[config.mk]
export PLATFORM = sky130hd
export DESIGN_NAME = led_fb_writer
export DESIGN_NICKNAME = d
export VERILOG_FILES = /design/src/rtl/led_fb_pkg.sv /design/src/rtl/led_fb_bank.sv /design/src/rtl/led_fb_writer.sv
export SDC_FILE = /design/constraint.sdc
export NUM_CORES = 1
export LEC_CHECK = 0
export BUFFER_PORTS_ARGS = -buffer_cell sky130_fd_sc_hd__buf_2
export CAP_MARGIN = 20
export CORE_ASPECT_RATIO = 0.5
export CORE_UTILIZATION = 60
export DETAILED_ROUTE_END_ITERATION = 12
export PLACE_DENSITY = 0.87
export RECOVER_POWER = 100
export SKIP_LAST_GASP = 1
export SLEW_MARGIN = 5
export SYNTH_ARGS = -nofsm -noshare
export SYNTH_HDL_FRONTEND = slang
export SYNTH_SLANG_ARGS = --single-unit
export TNS_END_PERCENT = 30
[constraint.sdc]
create_clock -name clk -period 24.3 [get_ports clk]
set_input_delay 1.215 -clock clk [delete_from_list [all_inputs] [get_ports clk]]
set_output_delay 1.215 -clock clk [all_outputs]
set_load 0.02 [all_outputs]
[src/rtl/led_fb_pkg.sv]
// Shared constants, colour codes and FSM state type for the LED frame-buffer writer.
// No logic; combinational constants only.
// No flow control of its own.
package led_fb_pkg;

  localparam int NUM_LEDS    = 11;
  localparam int NUM_COLORS  = 3;
  localparam int VAL_W       = 8;
  localparam int NUM_ENTRIES = NUM_LEDS * NUM_COLORS;
  localparam int IDX_W       = 6;

  localparam logic [1:0] RED   = 2'd0;
  localparam logic [1:0] GREEN = 2'd1;
  localparam logic [1:0] BLUE  = 2'd2;

  typedef enum logic [1:0] {
    IDLE    = 2'd0,
    PENDING = 2'd1,
    COPY    = 2'd2
  } fb_state_e;

endpackage

[src/rtl/led_fb_bank.sv]
// One intensity bank: DEPTH x W registers, async clear, one write port, combinational reads.
// Write lands on the clock edge; reads are combinational (zero latency).
// No backpressure; out-of-range addresses are dropped on write and read back as 0.
module led_fb_bank import led_fb_pkg::*; #(
  parameter int DEPTH = NUM_ENTRIES,
  parameter int W     = VAL_W,
  parameter int AW    = IDX_W
) (
  input  logic          clk,
  input  logic          rst_n,
  input  logic          we,
  input  logic [AW-1:0] waddr,
  input  logic [W-1:0]  wdata,
  input  logic [AW-1:0] raddr,
  output logic [W-1:0]  rdata,
  input  logic [AW-1:0] caddr,
  output logic [W-1:0]  cdata
);

  localparam logic [AW-1:0] LIMIT = AW'(DEPTH);

  logic [W-1:0] mem [DEPTH];

  // Storage: cleared asynchronously, single write port.
  always_ff @(posedge clk or negedge rst_n) begin
    if (!rst_n) begin
      for (int i = 0; i < DEPTH; i++) mem[i] <= '0;
    end else if (we && (waddr < LIMIT)) begin
      mem[waddr] <= wdata;
    end
  end

  // Driver-side read and copy-engine tap; the copy runs while the driver keeps reading.
  assign rdata = (raddr < LIMIT) ? mem[raddr] : '0;
  assign cdata = (caddr < LIMIT) ? mem[caddr] : '0;

endmodule

[src/rtl/led_fb_writer.sv]
// Double-buffered LED intensity store: writes fill the back bank, a commit swaps on frame_sync.
// Read data is registered (1 cycle); a swap followed by a 33-cycle back-fill copy.
// wr_ready drops from commit until the copy finishes; writes stall in PENDING and COPY.
module led_fb_writer #(
  parameter int NUM_LEDS   = led_fb_pkg::NUM_LEDS,
  parameter int NUM_COLORS = led_fb_pkg::NUM_COLORS,
  parameter int VAL_W      = led_fb_pkg::VAL_W
) (
  input  logic             clk,
  input  logic             rst_,
  input  logic             wr_valid,
  output logic             wr_ready,
  input  logic [3:0]       wr_led,
  input  logic [1:0]       wr_color,
  input  logic [VAL_W-1:0] wr_value,
  input  logic             wr_commit,
  output logic             wr_err,
  input  logic             frame_sync,
  input  logic [3:0]       rd_led,
  input  logic [1:0]       rd_color,
  output logic [VAL_W-1:0] rd_value,
  output logic             front_sel,
  output logic             swap_pending
);

  import led_fb_pkg::*;

  localparam int               BANK_DEPTH = NUM_LEDS * NUM_COLORS;
  localparam logic [3:0]       LED_LIM    = 4'(NUM_LEDS);
  localparam logic [1:0]       COL_LIM    = 2'(NUM_COLORS);
  localparam logic [IDX_W-1:0] COL_MUL    = IDX_W'(NUM_COLORS);
  localparam logic [IDX_W-1:0] COPY_LAST  = IDX_W'(BANK_DEPTH - 1);

  logic [1:0]       rst_sync;
  logic             rst_n;
  fb_state_e        state, state_nxt;
  logic [IDX_W-1:0] copy_idx;
  logic [IDX_W-1:0] wr_idx, rd_idx, bank_waddr;
  logic [VAL_W-1:0] bank_wdata;
  logic [VAL_W-1:0] rdata0, rdata1, cdata0, cdata1;
  logic             wr_fire, wr_ok, rd_ok, copying, swap_go, bank_wr;

  // Reset asserts immediately, releases two edges after rst_ rises.
  always_ff @(posedge clk or negedge rst_) begin
    if (!rst_) rst_sync <= 2'b00;
    else       rst_sync <= {rst_sync[0], 1'b1};
  end
  assign rst_n = rst_sync[1];

  // Linear index led*3+color; 6 bits holds the worst case 15*3+3 = 48.
  assign wr_idx = IDX_W'(wr_led) * COL_MUL + IDX_W'(wr_color);
  assign rd_idx = IDX_W'(rd_led) * COL_MUL + IDX_W'(rd_color);
  assign wr_ok  = (wr_led < LED_LIM) && (wr_color < COL_LIM);
  assign rd_ok  = (rd_led < LED_LIM) && (rd_color < COL_LIM);

  assign wr_ready     = (state == IDLE);
  assign swap_pending = (state != IDLE);
  assign wr_fire      = wr_valid && wr_ready;
  assign copying      = (state == COPY);
  assign swap_go      = (state == PENDING) && frame_sync;

  // Next-state decode; frame_sync only matters while a swap is pending.
  always_comb begin
    state_nxt = state;
    case (state)
      IDLE:    if (wr_fire && wr_commit) state_nxt = PENDING;
      PENDING: if (frame_sync)           state_nxt = COPY;
      COPY:    if (copy_idx == COPY_LAST) state_nxt = IDLE;
      default: state_nxt = IDLE;
    endcase
  end

  // State, bank select, copy index, error pulse and registered read data.
  always_ff @(posedge clk or negedge rst_n) begin
    if (!rst_n) begin
      state     <= IDLE;
      front_sel <= 1'b0;
      copy_idx  <= '0;
      wr_err    <= 1'b0;
      rd_value  <= '0;
    end else begin
      state    <= state_nxt;
      wr_err   <= wr_fire && !wr_ok;
      rd_value <= rd_ok ? (front_sel ? rdata1 : rdata0) : '0;
      if (swap_go) begin
        front_sel <= !front_sel;
        copy_idx  <= '0;
      end else if (copying) begin
        copy_idx <= (copy_idx == COPY_LAST) ? '0 : copy_idx + 1'b1;
      end
    end
  end

  // Back bank takes host writes in IDLE and copy traffic in COPY; the two never overlap.
  assign bank_wr    = (wr_fire && wr_ok) || copying;
  assign bank_waddr = copying ? copy_idx : wr_idx;
  assign bank_wdata = copying ? (front_sel ? cdata1 : cdata0) : wr_value;

  led_fb_bank #(.DEPTH(BANK_DEPTH), .W(VAL_W), .AW(IDX_W)) u_bank0 (
    .clk   (clk),
    .rst_n (rst_n),
    .we    (bank_wr && front_sel),
    .waddr (bank_waddr),
    .wdata (bank_wdata),
    .raddr (rd_idx),
    .rdata (rdata0),
    .caddr (copy_idx),
    .cdata (cdata0)
  );

  led_fb_bank #(.DEPTH(BANK_DEPTH), .W(VAL_W), .AW(IDX_W)) u_bank1 (
    .clk   (clk),
    .rst_n (rst_n),
    .we    (bank_wr && !front_sel),
    .waddr (bank_waddr),
    .wdata (bank_wdata),
    .raddr (rd_idx),
    .rdata (rdata1),
    .caddr (copy_idx),
    .cdata (cdata1)
  );

endmodule
==> flow_summary.ini <==
[synth]
synthesis.nets = 2602
postSynthAreaPerCell_sq_um = 12.1
synthCells = 2552
yosysSeqAreaShare = 0.445
yosys_warnings = 0
synth.ff_latch_count = 548
synth_ff_type = dfrtp_1
syn-cell-area_sq_um = 30800
synth_edf_count = 0
ys_types = 82
async_reset_ff_frac = 1.00

[setup_path]
cp-start-kind = flip-flop
critPathMaxFanout = 54
path_delay_family = compound AO/OA/AOI/OAI gates
critPathRequiredTime_ps = 24550
slowest_delay_ps = 3450
cp_cell_sequence = clkbuf_1 > nor3b_1 > clkbuf_1 > a222oi_1 > o211a_1 > a211oi_1 > o21ai_0 > o21ai_0
endpoint_kind = flip-flop
path_class = flip-flop to flip-flop
crit_slowest_cell = o21ai_0
crit_arrival_ps = 10390
path_buf_inv = 2

[floorplanning]
die_w_microns = 323
chipHeight_microns = 162
io_pins = 37
fp.dieArea_sq_um = 52300
initial_core_util = 0.610
core-area_sq_um = 50500
num_rows = 58

[cells_and_area]
area_delta_synth_final_pct = 5.87
post-route-util = 0.646
fin_nets = 2499
drive_gt1_frac = 0.276

[detailed_routing]
drc_errors = 0
vias_per_cell = 7.68
drt-total-wl_mm = 97.6
vias = 24400
detail_route.iter0.violations = 4093
ant_nets = 0
wl_per_cell_microns = 30.7
drtPass1Iterations = 6

[worst_hold_path]
hold_class = flip-flop to flip-flop

[clocking]
cts-resized-gates = 0
numCtsBuffers = 50
clock_latency_ps = 600
cts_sinks = 548
cts.clk_slew.worst_paths_ps = 70
clock_tree.buffer_depth = 3
tritoncts = done
cts_htree_levels = 2
post_cts_buffers = 0
ctsHoldBuffers = 0
clockRootBuffer = clkbuf_16

[sta]
max_freq_ghz = 0.0986
fin_crit_ps = 10140
fin_crit_sh = 0.417
slew_headroom = -2.12
drv_slew = 1023
finalSetupViolCount = 0
setup-tns-final_ps = 0
hold_viol_final = 0
skew_ps = 21.9
setup_ws_ps = 14160
worstMarginPinSlew_ps = 4630
rsz0062_at_grt = no

[status]
outcome = finished, violations left
violations = max-capacitance violations, max-slew violations

[placed_design]
place_ws_ps = 19130
gp_congestion = 1.01
portBuffers = 36
dp_hpwl_mm = 61.3

[global_routing]
grt_remaining_overflow = 0
grt_antenna_before_repair = 4
grt_max_degree = 197
grtUsageTotal = 0.378
grt_pass1_vias = 24100
grt_pass1_wl_mm = 149

[power_and_ir_drop]
ir_drop_mv = 0.0713
p_leak_uw = 0.0139
p_per_area_nw_per_um2 = 122

[run]
cap_viol_max_count = 24
-- per-layer routing --
| metal | share of wire | routed length (microns) | track usage |
|---|---|---|---|
| met2 | 0.44 | 42500 | 0.557 |
| met5 | 0.00035 | 34 | 0 |
| met4 | 0.064 | 6210 | 0.186 |
| met1 | 0.34 | 33400 | 0.491 |
| met3 | 0.16 | 15400 | 0.150 |
-- cell usage after synthesis (7+ instances only) --
master      n  area, sq um
o21ai_1    10         50.1
o31ai_1    12         90.1
mux4_2    201         4530
buf_4       7         52.6
clkbuf_2   11         55.1
clkbuf_1  153          574
mux4_1     19          499
nand3_1    38          190
a221oi_1    7         61.3
a21o_1      7         52.6
mux2_2    269         3030
o22ai_1    13         81.3
a31oi_1    12         75.1
buf_6      16          180
nand2_1   129          484
buf_2      51          255
a41oi_1     7         61.3
mux2_4     24          360
inv_1      24         90.1
or2_2      50          313
a31o_2      9         78.8
o221ai_1   16          140
dfrtp_1   548        13700
o21ai_0   527         2640
nand4_1    13         81.3
nor2_1     54          203
nor3b_1     7         52.6
a21oi_1    17         85.1
nor3_1      9         45.0
or2_1      12         75.1
mux2i_1    99          991
a22o_1     18          158
ha_1       21          263
buf_1      10         37.5
a211o_1    13          114
o211ai_1   11         82.6
-- area by class of cell --
class	instances	area, sq um
antenna	1	2.50
fill	3511	17900
timing repair buffer	97	564
multi-input combinational	1726	15700
tap	690	863
sequential	548	13700
inverter	26	97.6
clock inverter	12	120
clock buffer	78	1530
-- worst reg2reg max path, delay by kind of cell, from the launching register on --
family | cells | cell delay, ps
AOI/OAI and AO/OA | 5 | 4950
buffers and inverters | 2 | 3000
DFF | 1 | 1470
and+or+nand+nor | 1 | 380
-- report_power, final --
part / switching (uW) / total, uW / internal (uW)
Clock: 367 / 819 / 453
Sequential: 300 / 1520 / 1220
Combinational: 1000 / 1660 / 655
-- sequential cells by signal (all words and copies together), names as in the netlist --
name,count
u_bank1.mem,264
u_bank0.mem,264
state,2
copy_idx,6
wr_err,1
rd_value,8
front_sel,1
rst_sync,2
-- metrics by stage --
stage	cell area (sq um)	power, uW	hold WS [ps]	instances
after detailed placement	31200	3080	335	3083
after global placement	31200	3010	333	3083
after CTS	32800	3910	349	3173
after global routing	32600	4120	354	3177
after floorplan	30800	2580	331	2552
final	32600	4000	348	3178
-- worst paths after layout --
| kind | from | to | slack [ps] | depth (start not counted) |
|---|---|---|---|---|
| max in group asynchronous | rst_sync[1] | u_bank0.mem[32] | 15720 | 3 |
| min in group asynchronous | rst_ | rst_sync[0] | 400 | 1 |
| hold reg to reg | rst_sync[0] | rst_sync[1] | 350 | 0 |
| setup / recovery | copy_idx[1] | u_bank0.mem[200] | 14160 | 8 |
| setup reg to reg | copy_idx[1] | u_bank0.mem[200] | 14160 | 8 |
| hold / removal | rst_sync[0] | rst_sync[1] | 350 | 0 |
-- layout by cell type (no fill, tap or decap), types with 7 or more instances in the layout --
master,count
or2_1,12
a211o_1,11
nand3_1,39
mux4_2,201
a21oi_1,17
a22o_1,18
o22ai_1,13
dfrtp_1,547
a31o_1,7
clkbuf_8,15
clkinv_2,7
a21o_1,7
o221ai_1,16
nand2_1,129
buf_2,21
or2_2,49
mux2_1,27
o31ai_1,12
clkbuf_1,45
nor3b_1,7
mux2_2,266
o21ai_0,537
a41oi_1,7
ha_1,20
buf_4,42
mux4_1,19
nor3_1,8
inv_1,24
clkbuf_16,51
a31oi_1,12
nand4_1,13
o211ai_1,11
mux2i_1,99
a221oi_1,7
nor2_1,54
-- cell families (layout without fill, tap and decap cells) --
| kind of cell | Yosys count | count (layout) | synth area share |
|---|---|---|---|
| other | 1 | 2 | 0.000122 |
| adder cells (fa/ha/maj) | 25 | 25 | 0.0111 |
| multiplexers | 613 | 613 | 0.305 |
| AND/OR/NAND/NOR | 359 | 359 | 0.0591 |
| AO/OA/AOI/OAI | 723 | 723 | 0.135 |
| XOR/XNOR | 5 | 5 | 0.00142 |
| buffers and inverters | 278 | 213 | 0.0432 |
| flip-flops | 548 | 548 | 0.445 |
Note: power is estimated with default switching activity, not from simulation.
